File: src/rtl/lsu_ctrl_if.sv
// Core-side and memory-side signals of the load/store unit.
// The master modport is the LSU's view; slave is the core/memory environment.
interface lsu_ctrl_if #(
  parameter int ADDR_WIDTH = 32,
  parameter int DATA_WIDTH = 32
);
  logic                  req_valid;
  logic                  req_ready;
  logic                  req_we;
  logic [2:0]            req_funct3;
  logic [ADDR_WIDTH-1:0] req_addr;
  logic [DATA_WIDTH-1:0] req_wdata;
  logic                  resp_valid;
  logic                  resp_ready;
  logic [DATA_WIDTH-1:0] resp_rdata;
  logic                  resp_err;
  logic                  mem_req;
  logic                  mem_wr_en;
  logic [2:0]            mem_funct3;
  logic [ADDR_WIDTH-1:0] mem_addr;
  logic [DATA_WIDTH-1:0] mem_wr_data;
  logic [DATA_WIDTH-1:0] mem_rd_data;
  logic                  mem_ack;

  modport master (
    input  req_valid, req_we, req_funct3, req_addr, req_wdata, resp_ready,
           mem_rd_data, mem_ack,
    output req_ready, resp_valid, resp_rdata, resp_err,
           mem_req, mem_wr_en, mem_funct3, mem_addr, mem_wr_data
  );

  modport slave (
    output req_valid, req_we, req_funct3, req_addr, req_wdata, resp_ready,
           mem_rd_data, mem_ack,
    input  req_ready, resp_valid, resp_rdata, resp_err,
           mem_req, mem_wr_en, mem_funct3, mem_addr, mem_wr_data
  );
endinterface

File: src/rtl/lsu_ctrl.sv
// Load/store initiator: core request -> legality check -> memory access -> response.
// Optional access timeout enabled by defining LSU_TIMEOUT_EN.
module lsu_ctrl #(
  parameter int ADDR_WIDTH     = 32,
  parameter int DATA_WIDTH     = 32,
  parameter int TIMEOUT_CYCLES = 16
) (
  input  logic       clk,
  input  logic       rst_n,
  lsu_ctrl_if.master bus,
  output logic [1:0] dbg_state
);

  // Handshakes: a transfer happens on a rising edge where valid and ready are both 1;
  // valid and its payload stay stable until that edge; ready never depends on valid.
  typedef enum logic [1:0] {
    S_IDLE   = 2'd0,
    S_ACCESS = 2'd1,
    S_RESP   = 2'd2
  } state_t;

  state_t state;
  logic   we_q;

  assign dbg_state = state;

  function automatic logic is_legal(input logic we, input logic [2:0] f3,
                                    input logic [1:0] a);
    logic ok;
    case (f3)
      3'b000:  ok = 1'b1;
      3'b001:  ok = !a[0];
      3'b010:  ok = (a == 2'b00);
      3'b100:  ok = !we;
      3'b101:  ok = !we && !a[0];
      default: ok = 1'b0;
    endcase
    return ok;
  endfunction

`ifdef LSU_TIMEOUT_EN
  localparam int CW = $clog2(TIMEOUT_CYCLES + 1);
  localparam logic [CW-1:0] LAST = CW'(TIMEOUT_CYCLES - 1);
  logic [CW-1:0] tmo_cnt;
`else
  localparam int unused_timeout_cycles = TIMEOUT_CYCLES;
`endif

  always_ff @(posedge clk or negedge rst_n) begin
    if (!rst_n) begin
      state            <= S_IDLE;
      we_q             <= 1'b0;
      bus.req_ready    <= 1'b1;
      bus.resp_valid   <= 1'b0;
      bus.resp_rdata   <= '0;
      bus.resp_err     <= 1'b0;
      bus.mem_req      <= 1'b0;
      bus.mem_wr_en    <= 1'b0;
      bus.mem_funct3   <= '0;
      bus.mem_addr     <= '0;
      bus.mem_wr_data  <= '0;
`ifdef LSU_TIMEOUT_EN
      tmo_cnt          <= '0;
`endif
    end else begin
      case (state)
        S_IDLE: begin
          if (bus.req_valid) begin
            we_q            <= bus.req_we;
            bus.mem_funct3  <= bus.req_funct3;
            bus.mem_addr    <= bus.req_addr;
            bus.mem_wr_data <= bus.req_wdata;
            bus.req_ready   <= 1'b0;
`ifdef LSU_TIMEOUT_EN
            tmo_cnt         <= '0;
`endif
            if (is_legal(bus.req_we, bus.req_funct3, bus.req_addr[1:0])) begin
              bus.mem_req   <= 1'b1;
              bus.mem_wr_en <= bus.req_we;
              state         <= S_ACCESS;
            end else begin
              bus.resp_valid <= 1'b1;
              bus.resp_err   <= 1'b1;
              bus.resp_rdata <= '0;
              state          <= S_RESP;
            end
          end
        end

        S_ACCESS: begin
          if (bus.mem_ack) begin
            bus.mem_req    <= 1'b0;
            bus.mem_wr_en  <= 1'b0;
            bus.resp_valid <= 1'b1;
            bus.resp_err   <= 1'b0;
            bus.resp_rdata <= we_q ? '0 : bus.mem_rd_data;
            state          <= S_RESP;
          end
`ifdef LSU_TIMEOUT_EN
          // An ack in the last allowed cycle is taken above, ahead of the timeout.
          else if (tmo_cnt == LAST) begin
            bus.mem_req    <= 1'b0;
            bus.mem_wr_en  <= 1'b0;
            bus.resp_valid <= 1'b1;
            bus.resp_err   <= 1'b1;
            bus.resp_rdata <= '0;
            state          <= S_RESP;
          end else begin
            tmo_cnt <= tmo_cnt + 1'b1;
          end
`endif
        end

        S_RESP: begin
          if (bus.resp_ready) begin
            bus.resp_valid <= 1'b0;
            bus.resp_err   <= 1'b0;
            bus.resp_rdata <= '0;
            bus.req_ready  <= 1'b1;
            state          <= S_IDLE;
          end
        end

        default: begin
          state         <= S_IDLE;
          bus.req_ready <= 1'b1;
        end
      endcase
    end
  end

endmodule

File: src/flat_wrapper.sv
// flat-port wrapper written by rule: the top's interface ports become plain ports
module lsu_ctrl_flat 
#(
  parameter int ADDR_WIDTH     = 32,
  parameter int DATA_WIDTH     = 32,
  parameter int TIMEOUT_CYCLES = 16
)
  (clk, rst_n, dbg_state, bus_req_valid, bus_req_we, bus_req_funct3, bus_req_addr, bus_req_wdata, bus_resp_ready, bus_mem_rd_data, bus_mem_ack, bus_req_ready, bus_resp_valid, bus_resp_rdata, bus_resp_err, bus_mem_req, bus_mem_wr_en, bus_mem_funct3, bus_mem_addr, bus_mem_wr_data);
  lsu_ctrl_if #(.ADDR_WIDTH(ADDR_WIDTH), .DATA_WIDTH(DATA_WIDTH)) bus_i ();
  input  logic clk;
  input  logic rst_n;
  output logic [1:0] dbg_state;
  input wire logic [$bits(bus_i.req_valid)-1:0] bus_req_valid;
  input wire logic [$bits(bus_i.req_we)-1:0] bus_req_we;
  input wire logic [$bits(bus_i.req_funct3)-1:0] bus_req_funct3;
  input wire logic [$bits(bus_i.req_addr)-1:0] bus_req_addr;
  input wire logic [$bits(bus_i.req_wdata)-1:0] bus_req_wdata;
  input wire logic [$bits(bus_i.resp_ready)-1:0] bus_resp_ready;
  input wire logic [$bits(bus_i.mem_rd_data)-1:0] bus_mem_rd_data;
  input wire logic [$bits(bus_i.mem_ack)-1:0] bus_mem_ack;
  output wire logic [$bits(bus_i.req_ready)-1:0] bus_req_ready;
  output wire logic [$bits(bus_i.resp_valid)-1:0] bus_resp_valid;
  output wire logic [$bits(bus_i.resp_rdata)-1:0] bus_resp_rdata;
  output wire logic [$bits(bus_i.resp_err)-1:0] bus_resp_err;
  output wire logic [$bits(bus_i.mem_req)-1:0] bus_mem_req;
  output wire logic [$bits(bus_i.mem_wr_en)-1:0] bus_mem_wr_en;
  output wire logic [$bits(bus_i.mem_funct3)-1:0] bus_mem_funct3;
  output wire logic [$bits(bus_i.mem_addr)-1:0] bus_mem_addr;
  output wire logic [$bits(bus_i.mem_wr_data)-1:0] bus_mem_wr_data;
  assign bus_i.req_valid = bus_req_valid;
  assign bus_i.req_we = bus_req_we;
  assign bus_i.req_funct3 = bus_req_funct3;
  assign bus_i.req_addr = bus_req_addr;
  assign bus_i.req_wdata = bus_req_wdata;
  assign bus_i.resp_ready = bus_resp_ready;
  assign bus_i.mem_rd_data = bus_mem_rd_data;
  assign bus_i.mem_ack = bus_mem_ack;
  assign bus_req_ready = bus_i.req_ready;
  assign bus_resp_valid = bus_i.resp_valid;
  assign bus_resp_rdata = bus_i.resp_rdata;
  assign bus_resp_err = bus_i.resp_err;
  assign bus_mem_req = bus_i.mem_req;
  assign bus_mem_wr_en = bus_i.mem_wr_en;
  assign bus_mem_funct3 = bus_i.mem_funct3;
  assign bus_mem_addr = bus_i.mem_addr;
  assign bus_mem_wr_data = bus_i.mem_wr_data;
  lsu_ctrl #(.ADDR_WIDTH(ADDR_WIDTH), .DATA_WIDTH(DATA_WIDTH), .TIMEOUT_CYCLES(TIMEOUT_CYCLES)) u_core (.clk(clk), .rst_n(rst_n), .bus(bus_i), .dbg_state(dbg_state));
endmodule
File: config.mk
export PLATFORM = sky130hd
export DESIGN_NAME = lsu_ctrl_flat
export DESIGN_NICKNAME = d
export VERILOG_FILES = /design/src/rtl/lsu_ctrl_if.sv /design/src/rtl/lsu_ctrl.sv /design/src/flat_wrapper.sv
export SDC_FILE = /design/constraint.sdc
export NUM_CORES = 1
export LEC_CHECK = 0
export CAP_MARGIN = 20
export CORE_MARGIN = 3
export CORE_UTILIZATION = 40
export DETAILED_ROUTE_END_ITERATION = 7
export GPL_ROUTABILITY_DRIVEN = 0
export GPL_TIMING_DRIVEN = 0
export PLACE_DENSITY_LB_ADDON = 0.3
export SYNTH_ARGS = -nofsm -noshare
export SYNTH_HDL_FRONTEND = slang
export SYNTH_SLANG_ARGS = --single-unit
File: constraint.sdc
create_clock -name clk -period 2.4 [get_ports clk]
set_input_delay 0.48 -clock clk [delete_from_list [all_inputs] [get_ports clk]]
set_output_delay 0.48 -clock clk [all_outputs]
set_load 0.1 [all_outputs]
==> insert_results.sql, run 1 <==
INSERT INTO impl_metrics (metric_group, metric, value, unit) VALUES
('status', 'status', 'completed', ''),
('synth', 'synth_fa_ha_area_share', '1.22', '%'),
('finish', 'num_antenna_cells', '0', ''),
('critical_path', 'critPathSlowestCell', 'sky130_fd_sc_hd__clkdlybuf4s50_1', ''),
('critical_path', 'worstSetupEndpointType', 'primary output', ''),
('timing', 'final_critical_path_setup_slack', '0.0561', 'ns'),
('clock_tree', 'cts-root-to-sink-buffers', '2', ''),
('global_routing', 'number_of_global_route_vias_before_repair', '3355', ''),
('timing', 'worst_slew_margin_rel', '32.5', '%'),
('clock_tree', 'cts-root-buf', 'sky130_fd_sc_hd__clkbuf_8', ''),
('floorplan', 'die_width', '107', 'µm'),
('clock_tree', 'clkSinkCount', '107', ''),
('floorplan', 'io_pins', '211', ''),
('synth', 'synth_nets', '372', ''),
('finish', 'combined_area_of_the_multi_input_logic_cells', '1310', 'µm²'),
('floorplan', 'design.core.area', '9860', 'µm²'),
('synth', 'postSynthAreaPerCell', '15.6', 'µm²'),
('floorplan', 'die_height', '107', 'µm'),
('floorplan', 'rows', '36', ''),
('drt', 'first_pass_iters', '4', ''),
('global_routing', 'largest_net_degree_at_the_start_of_global_routing', '57', ''),
('synth', 'synth_top_family_by_area', 'multiplexers', ''),
('placement', 'postPlaceCellArea', '6400', 'µm²'),
('critical_path', 'setup.worst_path.class', 'flop to primary output', ''),
('timing', 'layout_min_cycle_time', '2.34', 'ns'),
('timing', 'finalMaxSlewViolations', '0', ''),
('synth', 'synth_simple_gate_area_share', '2.05', '%'),
('finish', 'nNetsFinal', '594', ''),
('placement', 'place.detailed.hpwl', '8260', 'µm'),
('timing', 'final.period_utilization', '97.7', '%'),
('critical_path', 'worst-path-buf-inv', '1', ''),
('critical_path', 'timing.critical_path.cells', 'clkdlybuf4s50_1', ''),
('critical_path', 'worst_ep_arrival_time', '1.86', 'ns'),
('drt', 'drc', '0', ''),
('drt', 'violation_count_after_the_first_detailed_routing_iteration', '113', ''),
('finish', 'fin_area', '6610', 'µm²'),
('synth', 'syn_area', '4100', 'µm²'),
('drt', 'detailed_route_wire_length', '10600', 'µm'),
('timing', 'timing_worst_slew_pin_value', '1.01', 'ns'),
('synth', 'syn_inst', '263', ''),
('drt', 'vias_per_cell', '4.92', ''),
('hold_path', 'worstHoldPathType', 'primary input to asynchronous set/reset pin', ''),
('critical_path', 'worstPathMaxFanout', '2', ''),
('drt', 'detail-route-antenna-nets', '0', ''),
('clock_tree', 'htreeDepth', '3', ''),
('critical_path', 'critPathLaunchType', 'flop', ''),
('clock_tree', 'clock_slew_at_reported_path_ffs', '0.11', 'ns'),
('clock_tree', 'cts_buffer_count', '9', ''),
('synth', 'post_synth_num_cell_types', '28', ''),
('clock_tree', 'tritoncts', 'built', ''),
('synth', 'synth_warnings', '0', ''),
('timing', 'max_freq', '427', 'MHz'),
('timing', 'finalSetupViolCount', '0', ''),
('flow_run', 'max-cap-violations', '0', ''),
('synth', 'synth.mux.area_fraction', '19.4', '%'),
('synth', 'top_cells_by_area_in_the_synthesized_netlist', 'sky130_fd_sc_hd__dfrtp_1 65%, sky130_fd_sc_hd__mux2_2 19%, sky130_fd_sc_hd__a22o_1 7.1%', ''),
('critical_path', 'cp_top_family', 'buffers and inverters', ''),
('synth', 'yosysTopAreaCellShare', '64.7', '%'),
('floorplan', 'die_area', '11500', 'µm²'),
('global_routing', 'globalRouteOverflowTotal', '0', ''),
('global_routing', 'grt_antenna_before_repair', '0', ''),
('synth', 'xor_xnor_fraction_of_synth_area', '0', '%'),
('clock_tree', 'worst_skew_pair.late_latency', '0.35', 'ns'),
('global_routing', 'global_route.usage.total', '18.4', '%'),
('placement', 'portBuffers', '210', ''),
('synth', 'synth_sequential_area_ratio', '65.4', '%'),
('timing', 'final.setup_skew', '0.0153', 'ns'),
('critical_path', 'worst-endpoint-required', '1.92', 'ns'),
('finish', 'number_of_fill_cells', '744', ''),
('clock_tree', 'hold_buffers', '0', ''),
('finish', 'seqCellArea', '2690', 'µm²');
## what timing repair did
action / in CTS / in global routing
gates resized for setup: 4 / 14
endpoints found under the hold margin: 0 / 0
pin swaps: 0 / 1
buffers inserted: 0 / 0
setup endpoints to repair: 4 / 61
## path summary, 6_finish.rpt
kind | from | endpoint | slack, ns | cells past startpoint
max | u_core.bus.resp_rdata[26]$_DFFE_PN0P_ | bus_resp_rdata[26] | 0.06 | 1
min | rst_n | u_core.bus.mem_wr_data[10]$_DFFE_PN0P_ | 0.16 | 1
max reg2reg | u_core.dbg_state[0]$_DFFE_PN0P_ | u_core.bus.resp_rdata[2]$_DFFE_PN0P_ | 0.17 | 9
min reg2reg | u_core.bus.resp_valid$_DFFE_PN0P_ | u_core.bus.resp_valid$_DFFE_PN0P_ | 0.49 | 1
max in group asynchronous | rst_n | u_core.dbg_state[0]$_DFFE_PN0P_ | 1.52 | 2
min in group clk | u_core.bus.resp_valid$_DFFE_PN0P_ | u_core.bus.resp_valid$_DFFE_PN0P_ | 0.49 | 1
## routing by layer
layer | vias up | part of all wire [%] | track usage, % | routed length, µm
li1 | 1390 | - | - | -
met1 | 1518 | 39 | 22.0 | 4140
met2 | 147 | 49 | 31.1 | 5210
met3 | 10 | 11 | 7.77 | 1190
met4 | 0 | 0.82 | 4.11 | 87
met5 | - | 0 | 0 | 0
## Yosys cell counts, drive strengths merged
| cell | count |
|---|---|
| a2111o | 1 |
| buf | 15 |
| a22o | 33 |
| or2 | 1 |
| dfstp | 1 |
| nand3 | 1 |
| nor4 | 2 |
| o22ai | 1 |
| o211ai | 1 |
| o21a | 1 |
| nor3 | 1 |
| nor2 | 4 |
| a21o | 1 |
| a221oi | 1 |
| nor2b | 2 |
| o21ai | 4 |
| dfrtp | 106 |
| ha | 4 |
| mux2i | 2 |
| a2bb2oi | 1 |
| and3 | 1 |
| nand2 | 4 |
| mux2 | 69 |
| inv | 6 |
## stage by stage
step           TNS, ns  util, %  hold slack (ns)  instances
4_1_cts              0     66.7            0.163        623
2_1_floorplan        0        -            0.184        263
5_1_grt              0     67.0            0.181        623
3_5_place_dp     -4.52     64.9            0.471        607
3_3_place_gp   -334.60     64.6            0.462        606
6_report             0     67.0            0.155        623
## state kept, by name, indices dropped and copies added (netlist names)
name / flops
u_core.bus.mem_funct3: 3
u_core.bus.resp_err: 1
u_core.bus.mem_wr_en: 1
u_core.bus.mem_addr: 32
u_core.dbg_state: 2
u_core.bus.mem_wr_data: 32
u_core.bus.mem_req: 1
u_core.we_q: 1
u_core.bus.resp_rdata: 32
u_core.bus.resp_valid: 1
u_core.bus.req_ready: 1
## layout make-up
cell class	count	area share (%)
multi-input cells	135	19.8
clock buffers	11	2.14
clock inverters	5	0.586
plain buffers	15	1.55
flip-flops and latches	107	40.6
inverters	6	0.341
well taps	133	2.52
repair buffers	211	32.5
## cells by family after synthesis
group,Yosys count
compound gates,44
fa+ha+maj,4
buf+inv,21
flops,107
mux,71
simple gates,16
Power of run 1 is not shown: default switching activity piles up to over one toggle a cycle in this logic, so the estimate is an artifact.
==> run 2, diff against run 1 <==
CAP_MARGIN = unset   (was 20)
SLEW_MARGIN = 25   (was unset)
==> insert_results.sql, run 2 (synthesized netlist as in run 1, its figures left out) <==
INSERT INTO impl_metrics (metric_group, metric, value, unit) VALUES
('status', 'status', 'completed', ''),
('timing', 'final.setup_skew', '0.00665', 'ns'),
('clock_tree', 'cts_buffer_count', '9', ''),
('drt', 'vias_per_cell', '4.87', ''),
('clock_tree', 'hold_buffers', '0', ''),
('clock_tree', 'htreeDepth', '3', ''),
('timing', 'finalMaxSlewViolations', '0', ''),
('critical_path', 'crit_cells', '1', ''),
('global_routing', 'globalRouteOverflowTotal', '0', ''),
('global_routing', 'number_of_global_route_vias_before_repair', '3327', ''),
('clock_tree', 'tritoncts', 'built', ''),
('critical_path', 'timing.critical_path.cells', 'clkdlybuf4s50_1', ''),
('drt', 'violation_count_after_the_first_detailed_routing_iteration', '139', ''),
('critical_path', 'setup.worst_path.end', 'bus_resp_rdata[19]', ''),
('critical_path', 'worstPathMaxFanout', '2', ''),
('drt', 'detailed_route_wire_length', '10600', 'µm'),
('timing', 'rsz0062_at_grt', 'false', ''),
('critical_path', 'rr_startpoint', 'u_core.dbg_state[0]$_DFFE_PN0P_', ''),
('critical_path', 'timing.rr.end', 'u_core.bus.resp_rdata[3]$_DFFE_PN0P_', ''),
('floorplan', 'rows', '36', ''),
('timing', 'layout_min_cycle_time', '2.35', 'ns'),
('placement', 'post-place-ws', '-0.119', 'ns'),
('timing', 'max_freq', '425', 'MHz'),
('critical_path', 'worst_path_largest_cell_delay', '1.16', 'ns'),
('clock_tree', 'clock_slew_at_reported_path_ffs', '0.09', 'ns'),
('critical_path', 'worstSetupStartpoint', 'u_core.bus.resp_rdata[19]$_DFFE_PN0P_', ''),
('finish', 'num_antenna_cells', '0', ''),
('finish', 'area.growth.synth_to_final', '63.0', '%'),
('timing', 'finalHoldViolCount', '0', ''),
('drt', 'drt-wirelength-per-cell', '17.1', 'µm'),
('floorplan', 'design.core.area', '9860', 'µm²'),
('finish', 'share_of_post_route_cells_with_drive_strength_above_1', '20.3', '%'),
('critical_path', 'ff2ff_setup_slack', '0.19', 'ns'),
('finish', 'nNetsFinal', '594', ''),
('critical_path', 'worst_ep_arrival_time', '1.87', 'ns'),
('drt', 'drc', '0', ''),
('flow_run', 'max-cap-violations', '0', ''),
('global_routing', 'wire_length_of_the_first_global_routing_pass', '16700', 'µm'),
('clock_tree', 'cts.repair_timing.setup_buffer_count', '0', ''),
('critical_path', 'critPathLaunchType', 'flop', ''),
('floorplan', 'io_pins', '211', ''),
('placement', 'portBuffers', '210', ''),
('finish', 'final_cell_mix', '175 x sky130_fd_sc_hd__clkdlybuf4s50_1, 104 x sky130_fd_sc_hd__dfrtp_1, 69 x sky130_fd_sc_hd__mux2_2', ''),
('clock_tree', 'cts-root-buf', 'sky130_fd_sc_hd__clkbuf_8', ''),
('timing', 'finalSetupViolCount', '0', ''),
('drt', 'num_vias', '3022', ''),
('timing', 'final.period_utilization', '98.0', '%'),
('floorplan', 'initial_core_util', '41.6', '%'),
('floorplan', 'die_height', '107', 'µm'),
('clock_tree', 'clkSinkCount', '107', ''),
('critical_path', 'critPathSlowestCell', 'sky130_fd_sc_hd__clkdlybuf4s50_1', ''),
('finish', 'largestRegisters', 'u_core.bus.mem_addr (32), u_core.bus.mem_wr_data (32), u_core.bus.resp_rdata (32)', ''),
('drt', 'first_pass_iters', '4', ''),
('critical_path', 'worst-path-buf-inv', '1', ''),
('critical_path', 'worstSetupEndpointType', 'primary output', ''),
('critical_path', 'worst-endpoint-required', '1.92', 'ns'),
('timing', 'worst_slew_margin_rel', '32.5', '%'),
('global_routing', 'grt_antenna_before_repair', '0', ''),
('finish', 'mostFrequentLayoutCell', 'sky130_fd_sc_hd__clkdlybuf4s50_1', ''),
('timing', 'final_critical_path_setup_slack', '0.0485', 'ns'),
('drt', 'detail-route-antenna-nets', '0', ''),
('clock_tree', 'worst_skew_pair.late_latency', '0.35', 'ns'),
('critical_path', 'cp_top_family', 'buffers and inverters', ''),
('floorplan', 'die_area', '11500', 'µm²'),
('critical_path', 'reg2reg_depth', '9', ''),
('hold_path', 'worstHoldPathType', 'primary input to asynchronous set/reset pin', ''),
('global_routing', 'largest_net_degree_at_the_start_of_global_routing', '57', ''),
('floorplan', 'die_width', '107', 'µm'),
('critical_path', 'setup.worst_path.class', 'flop to primary output', ''),
('timing', 'timing_worst_slew_pin_value', '1.01', 'ns'),
('placement', 'place.detailed.hpwl', '8310', 'µm'),
('clock_tree', 'cts-root-to-sink-buffers', '2', ''),
('global_routing', 'global_route.usage.total', '18.7', '%');
==> run 2: final cells by class <==
cell class              count  area (µm²)
multi-input cells         135        1310
well taps                 133         166
fillers                   706        3180
clock inverters             3        65.1
inverters                   6        22.5
plain buffers              15         103
flip-flops and latches    107        2690
clock buffers              10         138
repair buffers            211        2190
==> run 2: stage by stage <==
stage	instances	TNS (ns)	instance area (µm²)	hold WS, ns	util (%)
3_5_place_dp	607	-4.77	6400	0.458	64.9
4_1_cts	620	0	6600	0.0583	66.9
6_report	620	0	6680	0.0640	67.7
3_3_place_gp	606	-334.60	6370	0.462	64.6
2_1_floorplan	263	0	4110	0.184	-
5_1_grt	620	0	6680	0.0702	67.7
==> run 2: per-layer routing <==
layer / track usage (%) / share of wire (%) / vias up
li1: - / - / 1388
met1: 22.3 / 39 / 1475
met2: 31.0 / 49 / 148
met3: 8.19 / 11 / 11
met4: 4.75 / 1.2 / 0
met5: 0 / 0 / -
==> run 2: what timing repair did <==
item / CTS / global route
pin swaps: 0 / 1
endpoints found under the setup margin: 6 / 78
resized for setup: 6 / 31
==> run 2: worst min-delay path by stage <==
| stage | endpoint | cells after the start |
|---|---|---|
| final | u_core.bus.mem_wr_data[10]$_DFFE_PN0P_ | 1 |
| after global routing | u_core.bus.mem_wr_data[15]$_DFFE_PN0P_ | 1 |
| after CTS | u_core.bus.mem_wr_data[15]$_DFFE_PN0P_ | 1 |
| after detailed placement | u_core.bus.mem_wr_data[15]$_DFFE_PN0P_ | 1 |
| after global placement | u_core.bus.resp_valid$_DFFE_PN0P_ | 1 |
| after floorplan | u_core.bus.mem_addr[0]$_DFFE_PN0P_ | 0 |
Power of run 2 is left out for the same reason.
